==> config.mk <==
export PLATFORM = sky130hd
export DESIGN_NAME = usb_pkt_serializer
export DESIGN_NICKNAME = d
export VERILOG_FILES = /design/src/rtl/usb_pkt_serializer.sv
export SDC_FILE = /design/constraint.sdc
export NUM_CORES = 1
export LEC_CHECK = 0
export ABC_AREA = 1
export CORE_ASPECT_RATIO = 1.2
export CORE_MARGIN = 8
export CORE_UTILIZATION = 50
export CTS_CLUSTER_DIAMETER = 80
export DETAILED_ROUTE_END_ITERATION = 16
export DONT_BUFFER_PORTS = 1
export PLACE_DENSITY_LB_ADDON = 0.12
export RECOVER_POWER = 50
export SYNTH_ARGS = -nofsm -noshare
export SYNTH_HDL_FRONTEND = slang
export SYNTH_SLANG_ARGS = --single-unit
==> constraint.sdc <==
create_clock -name clk -period 2.8 [get_ports clk]
set_input_delay 0.7 -clock clk [delete_from_list [all_inputs] [get_ports clk]]
set_output_delay 0.7 -clock clk [all_outputs]
set_load 0.01 [all_outputs]
==> src/rtl/usb_pkt_serializer.sv <==
// usb_pkt_serializer
//   Takes one packet descriptor at a time and sends it one line bit per clock:
//   SYNC, PID, optional body, optional CRC5/CRC16, then EOP. The CRC is worked
//   out while the body is being sent. Stuff bits and NRZI coding are added
//   on the way out.
// Ports
//   clk, rst_b            clock, asynchronous active-low reset
//   pkt_valid/pkt_ready   descriptor handshake (pkt_ready = idle)
//   pkt_type, pid         00 handshake, 01 token, 10 data, 11 reserved; PID nibble
//   payload, len          token {endp,addr} in [10:0]; data bytes LSB-first, len bytes
//   tx_en, tx_bit, tx_eop line enable, line level (J = 1), SE0 phase of EOP
//   err                   one-cycle pulse when a descriptor is dropped
// Token packets read payload[10:0], so MAX_BYTES must be at least 2.
//
// state  | meaning
// IDLE   | ready for a descriptor
// DROP   | descriptor rejected, err pulse, line stays off
// SYNC   | 0000000 then 1
// PID    | pid[0..3] then ~pid[0..3]
// BODY   | token address/endpoint or data bytes, CRC updated per bit
// CRC    | inverted CRC, MSB first
// EOP    | trailing stuff bit if one is due, then SE0, SE0, J
module usb_pkt_serializer #(
  parameter int MAX_BYTES = 8,
  parameter bit STUFF_EN  = 1'b1,
  parameter bit NRZI_EN   = 1'b1,
  parameter int LW        = $clog2(MAX_BYTES + 1)
) (
  input  logic                   clk,
  input  logic                   rst_b,
  input  logic                   pkt_valid,
  output logic                   pkt_ready,
  input  logic [1:0]             pkt_type,
  input  logic [3:0]             pid,
  input  logic [8*MAX_BYTES-1:0] payload,
  input  logic [LW-1:0]          len,
  output logic                   tx_en,
  output logic                   tx_bit,
  output logic                   tx_eop,
  output logic                   err
);

  localparam int PW = 8 * MAX_BYTES;
  localparam int CW = LW + 3;  // holds 8*len, 11 and 15

  localparam logic [1:0] T_HS   = 2'b00;
  localparam logic [1:0] T_TOK  = 2'b01;
  localparam logic [1:0] T_DATA = 2'b10;

  typedef enum logic [2:0] {
    S_IDLE, S_DROP, S_SYNC, S_PID, S_BODY, S_CRC, S_EOP
  } state_t;

  state_t          state_q, state_d;
  logic [1:0]      type_q, type_d;
  logic [3:0]      pid_q, pid_d;
  logic [PW-1:0]   pay_q, pay_d;
  logic [LW-1:0]   len_q, len_d;
  logic [15:0]     crc_q, crc_d;
  logic [CW-1:0]   cnt_q, cnt_d;
  logic [2:0]      ones_q, ones_d;
  logic            lvl_q, lvl_d;

  logic            is_tok;
  logic            crc_msb;
  logic [15:0]     poly;
  logic [CW-1:0]   body_bits;
  logic [CW-1:0]   crc_last;
  logic            stuff_now;
  logic            emit;
  logic            raw;
  logic            fb;
  logic            line_bit;
  logic            line_lvl;

  // Token CRC5 lives in crc_q[4:0]; the upper bits are don't-care then.
  assign is_tok    = (type_q == T_TOK);
  assign crc_msb   = is_tok ? crc_q[4] : crc_q[15];
  assign poly      = is_tok ? 16'h0005 : 16'h8005;
  assign body_bits = is_tok ? CW'(11) : {len_q, 3'b000};
  assign crc_last  = is_tok ? CW'(4) : CW'(15);

  // A stuff bit replaces the next raw bit whenever six 1s have just gone out;
  // the first EOP cycle can still carry one left over from the last CRC bit.
  assign stuff_now = STUFF_EN && (ones_q == 3'd6) &&
                     ((state_q inside {S_SYNC, S_PID, S_BODY, S_CRC}) ||
                      ((state_q == S_EOP) && (cnt_q == '0)));

  always_comb begin
    state_d   = state_q;
    type_d    = type_q;
    pid_d     = pid_q;
    pay_d     = pay_q;
    len_d     = len_q;
    crc_d     = crc_q;
    cnt_d     = cnt_q;
    ones_d    = ones_q;
    lvl_d     = lvl_q;
    emit      = 1'b0;
    raw       = 1'b0;
    fb        = 1'b0;
    line_bit  = 1'b0;
    line_lvl  = 1'b1;
    pkt_ready = 1'b0;
    err       = 1'b0;
    tx_en     = 1'b0;
    tx_bit    = 1'b1;
    tx_eop    = 1'b0;

    case (state_q)
      S_IDLE: begin
        pkt_ready = 1'b1;
        if (pkt_valid) begin
          type_d  = pkt_type;
          pid_d   = pid;
          pay_d   = payload;
          len_d   = len;
          crc_d   = '1;
          cnt_d   = '0;
          ones_d  = '0;
          lvl_d   = 1'b1;
          if ((pkt_type == 2'b11) || ((pkt_type == T_DATA) && (len > LW'(MAX_BYTES))))
            state_d = S_DROP;
          else
            state_d = S_SYNC;
        end
      end

      S_DROP: begin
        err     = 1'b1;
        state_d = S_IDLE;
      end

      S_SYNC: begin
        emit = 1'b1;
        if (!stuff_now) begin
          raw   = (cnt_q == CW'(7));
          cnt_d = cnt_q + CW'(1);
          if (cnt_q == CW'(7)) begin
            cnt_d   = '0;
            state_d = S_PID;
          end
        end
      end

      S_PID: begin
        emit = 1'b1;
        if (!stuff_now) begin
          raw   = cnt_q[2] ^ pid_q[cnt_q[1:0]];
          cnt_d = cnt_q + CW'(1);
          if (cnt_q == CW'(7)) begin
            cnt_d = '0;
            if (type_q == T_HS)
              state_d = S_EOP;
            else if ((type_q == T_DATA) && (len_q == '0))
              state_d = S_CRC;
            else
              state_d = S_BODY;
          end
        end
      end

      S_BODY: begin
        emit = 1'b1;
        if (!stuff_now) begin
          raw   = pay_q[0];
          pay_d = pay_q >> 1;
          fb    = crc_msb ^ raw;
          crc_d = {crc_q[14:0], 1'b0} ^ (fb ? poly : 16'h0000);
          cnt_d = cnt_q + CW'(1);
          if (cnt_q == body_bits - CW'(1)) begin
            cnt_d   = '0;
            state_d = S_CRC;
          end
        end
      end

      S_CRC: begin
        emit = 1'b1;
        if (!stuff_now) begin
          raw   = ~crc_msb;
          crc_d = {crc_q[14:0], 1'b0};
          cnt_d = cnt_q + CW'(1);
          if (cnt_q == crc_last) begin
            cnt_d   = '0;
            state_d = S_EOP;
          end
        end
      end

      S_EOP: begin
        tx_en = 1'b1;
        if (stuff_now) begin
          emit = 1'b1;
        end else begin
          ones_d = '0;
          cnt_d  = cnt_q + CW'(1);
          if (cnt_q == CW'(2)) begin
            cnt_d   = '0;
            state_d = S_IDLE;
          end else begin
            tx_eop = 1'b1;
            tx_bit = 1'b0;
          end
        end
      end

      default: state_d = S_IDLE;
    endcase

    if (emit) begin
      line_bit = stuff_now ? 1'b0 : raw;
      if (stuff_now)
        ones_d = '0;
      else
        ones_d = raw ? ones_q + 3'd1 : 3'd0;
      // NRZI: a 0 toggles the level, a 1 holds it.
      line_lvl = line_bit ? lvl_q : ~lvl_q;
      lvl_d    = line_lvl;
      tx_en    = 1'b1;
      tx_bit   = NRZI_EN ? line_lvl : line_bit;
    end
  end

  always_ff @(posedge clk or negedge rst_b) begin
    if (!rst_b) begin
      state_q <= S_IDLE;
      type_q  <= '0;
      pid_q   <= '0;
      pay_q   <= '0;
      len_q   <= '0;
      crc_q   <= '1;
      cnt_q   <= '0;
      ones_q  <= '0;
      lvl_q   <= 1'b1;
    end else begin
      state_q <= state_d;
      type_q  <= type_d;
      pid_q   <= pid_d;
      pay_q   <= pay_d;
      len_q   <= len_d;
      crc_q   <= crc_d;
      cnt_q   <= cnt_d;
      ones_q  <= ones_d;
      lvl_q   <= lvl_d;
    end
  end

endmodule

==> metrics.log <==
INFO  metric dr.first_iter.drc_count = roughly 240
INFO  metric p_int = around 4.3 mW
INFO  metric drv_slew = 0
INFO  metric die_h = ~130 microns
INFO  metric die-area = between 15000 and 20000 sq um
INFO  metric ctsHoldBuffers = 0
INFO  metric cts_tree = done
INFO  metric synthCells = 708
INFO  metric portBuffers = 0
INFO  metric maximum_number_of_pins_on_one_net_before_global_route_repair = 133
INFO  metric critical_path.top_delay_family = simple AND/OR/NAND/NOR gates
INFO  metric outcome = finished, final reports clean
INFO  metric maxCapViolCount = 0
INFO  metric finalSetupViolations = 0
INFO  metric timing_worst_setup_path_type = reg -> out
INFO  metric gp_congestion = ~0.88
INFO  metric firstDrtPassIters = 4
INFO  metric n_fill_cell = between 1000 and 1500
INFO  metric std_cell_rows = between 40 and 50
INFO  metric route.detailed.drc = 0
INFO  metric placement.setup.worst_slack = between 0.3 and 0.4 ns
INFO  metric insertion_delay = 0.34 ns
INFO  metric syn_to_final_growth = 7.85%
INFO  metric slew-limit-headroom = a little under half
INFO  metric vias = 4520
INFO  metric yosys_register_bits = roughly 100
INFO  metric cp.arrival = just under 2 ns
INFO  metric crit_path_cell_trace = inv_1, nand3_1, nand2_2, nor2_4, nand2_4, nand2_4, o21ai_2, nand3_1, nor2b_2
INFO  metric route.detailed.vias_per_inst = between 5 and 6
INFO  metric worstSetupStartpointType = flip-flop
INFO  metric antenna_left = 0
INFO  metric cts.path.max_buffers = 2
INFO  metric power.share.combinational = between 40% and 50%
INFO  metric wire_length_of_the_first_global_routing_pass = 21200 microns
INFO  metric crit_required = around 2.1 ns
INFO  metric clk_pin_slew_worst_paths = about 0.070 ns
INFO  metric cellPowerDensity = between 1000 and 1500 nW/um^2
INFO  metric synth_sequential_area_ratio = 44.8%
INFO  metric clock_sink_count = 104
INFO  metric mostFrequentLayoutCell = sky130_fd_sc_hd__nand2_1
INFO  metric groute.usage.overall = about 17%
INFO  metric critical_path_peak_fanout = 6
INFO  metric yosys_warnings = 0
INFO  metric worst_path_largest_cell_delay = ~0.47 ns
INFO  metric placement.cell_area = 5930 sq um
INFO  metric design.core.area = 11500 sq um
INFO  metric hp-class = in -> async
INFO  metric timing_hold_violations_final = 0
INFO  metric power.net_switching = roughly 3.0 mW
INFO  metric avgSynthCellArea = approximately 8.3 sq um
INFO  metric power_frac_seq = about a third
INFO  metric mappedNetlistNets = between 700 and 800
INFO  metric ys_types = 39
INFO  metric postRouteWirelength = around 13000 microns
INFO  metric cts_made_buffers = 9
INFO  metric synth_enable_flop_cells = 0
INFO  metric htree_levels = 3
INFO  metric mostFrequentLayoutCells = 194 x sky130_fd_sc_hd__nand2_1, 99 x sky130_fd_sc_hd__inv_1, 85 x sky130_fd_sc_hd__dfrtp_1
INFO  metric fmaxAchievable = between 0.3 and 0.4 GHz
INFO  metric via_count_of_the_first_global_routing_pass = approximately 4400
INFO  metric post_layout_nonfiller_instances = about 860
INFO  metric nNetsFinal = just under 800
INFO  metric layout_worst_path_cycle_share = roughly 95%
INFO  metric floorplan.die.width = approximately 110 microns
INFO  metric worst_path_max_delay_cell = sky130_fd_sc_hd__dfrtp_1
INFO  metric async_reset_ff_share = 100%
INFO  metric worstSetupEndpointType = output pin
INFO  metric final_period_minus_worst_setup_slack = around 2.6 ns
INFO  metric power.share.switching = between 40% and 50%
INFO  metric number_of_top_level_pins = 82
INFO  metric final_critical_path_setup_slack = approximately 0.15 ns
INFO  metric finish.instance_area = 6320 sq um
INFO  metric final.setup_skew = 0.00802 ns
INFO  metric yosys_most_used_dff = sky130_fd_sc_hd__dfrtp_1
INFO  metric layout-drive-gt1-share = about 18%
INFO  metric post_drt_wl_per_cell = ~15 microns
INFO  metric max-vdd-ir-drop = roughly 0.53 mV
INFO  metric n_antenna_cell = 0
INFO  metric actual_slew_at_the_worst_max_slew_pin = just over 0.8 ns
INFO  metric detailed_place_hpwl = 8920 microns
INFO  metric antenna_found_initial = 0
INFO  metric worstPathBufferInverterCount = 1
INFO  metric leakagePower = approximately 2.9 nW
INFO  metric root_buffer = sky130_fd_sc_hd__clkbuf_16
INFO  metric initial_utilization = 50.9%
INFO  metric synth_area = slightly below 6000 sq um
INFO  metric placed_cell_count = ~840
INFO  metric power.share.clock = 20.1%
INFO  metric power.total = between 7 and 8 mW
INFO  metric global_route.overflow_total = 0
per-stage QoR:
| stage | setup TNS [ns] | utilization [%] | hold slack [ns] |
|---|---|---|---|
| after global routing | -0.0125 | 54.9 | 0.0329 |
| after detailed placement | 0 | 51.5 | 0.409 |
| after floorplan | 0 | - | 0.404 |
| after CTS | 0 | 54.5 | 0.0356 |
| final | 0 | 54.9 | 0.0476 |
| after global placement | 0 | 51.5 | 0.408 |
state kept, by name, summed over array words and instances, names as in the netlist:
signal and flops:
cnt_q 7, len_q 4, type_q 2, pid_q 4
pay_q 64, ones_q 3, state_q 3, crc_q 16
lvl_q 1
kinds of logic (layout without fill, tap and decap cells):
group | Yosys count | count (layout) | share of synthesized area [%]
compound gates | 174 | 174 | 21.7
xor+xnor | 4 | 4 | 0.598
buf+inv | 139 | 131 | 10.6
flops | 104 | 104 | 44.8
fa+ha+maj | 5 | 5 | 1.07
simple gates | 282 | 282 | 21.3
power groups by stage:
stage / Combinational (mW) / Clock, mW / Sequential (mW)
3_3_place_gp: 3.13 / 0 / 2.57
2_1_floorplan: 2.75 / 0 / 2.51
4_1_cts: 3.24 / 1.49 / 2.57
3_5_place_dp: 3.21 / 0 / 2.60
5_1_grt: 3.73 / 1.54 / 2.64
6_report: 3.24 / 1.46 / 2.57
routing by layer:
| metal | track usage (%) | share of wire [%] |
|---|---|---|
| met5 | 0 | 0 |
| met4 | 6.95 | 1.9 |
| met3 | 5.85 | 6.4 |
| met2 | 27.1 | 50 |
| met1 | 20.6 | 42 |
cell type report:
cell class                      count  area [sq um]  area share, %
Clock inverter                      4          98.8           1.56
Inverter                          105           397           6.27
Clock buffer                       12           246           3.90
Sequential cell                   104          2630           41.5
Tap cell                          157           196           3.11
Timing Repair Buffer               10           109           1.72
Multi-Input combinational cell    465          2650           41.9
final timing paths:
kind / start / to / slack [ns] / depth (start not counted)
hold reg to reg: crc_q[13]$_DFFE_PN1P_ / crc_q[13]$_DFFE_PN1P_ / 0.46 / 2
min in group clk: crc_q[13]$_DFFE_PN1P_ / crc_q[13]$_DFFE_PN1P_ / 0.46 / 2
max in group asynchronous: rst_b / crc_q[11]$_DFFE_PN1P_ / 2.50 / 0
hold / removal: rst_b / cnt_q[5]$_DFFE_PN0P_ / 0.05 / 0
setup reg to reg: state_q[1]$_DFFE_PN0P_ / pay_q[58]$_DFFE_PN0P_ / 0.48 / 9
setup / recovery: state_q[2]$_DFFE_PN0P_ / tx_bit / 0.15 / 9
cells in the mapped netlist, types with 2 or more instances:
library cell	count	area [sq um]
sky130_fd_sc_hd__a21oi_1	8	40.0
sky130_fd_sc_hd__buf_12	3	60.1
sky130_fd_sc_hd__buf_2	7	35.0
sky130_fd_sc_hd__buf_4	4	30.0
sky130_fd_sc_hd__buf_6	2	22.5
sky130_fd_sc_hd__clkbuf_1	16	60.1
sky130_fd_sc_hd__dfrtp_1	87	2180
sky130_fd_sc_hd__dfstp_2	17	447
sky130_fd_sc_hd__ha_1	5	62.6
sky130_fd_sc_hd__inv_1	101	379
sky130_fd_sc_hd__inv_2	4	15.0
sky130_fd_sc_hd__nand2_1	195	732
sky130_fd_sc_hd__nand2_2	2	12.5
sky130_fd_sc_hd__nand2_4	4	45.0
sky130_fd_sc_hd__nand3_1	34	170
sky130_fd_sc_hd__nand3_2	3	30.0
sky130_fd_sc_hd__nand4_1	4	25.0
sky130_fd_sc_hd__nor2_1	22	82.6
sky130_fd_sc_hd__nor2_2	2	12.5
sky130_fd_sc_hd__nor2_4	2	22.5
sky130_fd_sc_hd__nor3_1	9	45.0
sky130_fd_sc_hd__o211ai_1	37	278
sky130_fd_sc_hd__o211ai_2	26	325
sky130_fd_sc_hd__o21ai_0	72	360
sky130_fd_sc_hd__o21ai_2	26	228
sky130_fd_sc_hd__xor2_1	3	26.3
what timing repair did:
action,CTS,global route
setup buffers,0,2
resized for setup,1,13
hold endpoints to repair,0,0
endpoints found under the setup margin,1,1
Note: power is estimated with default switching activity, not from simulation.
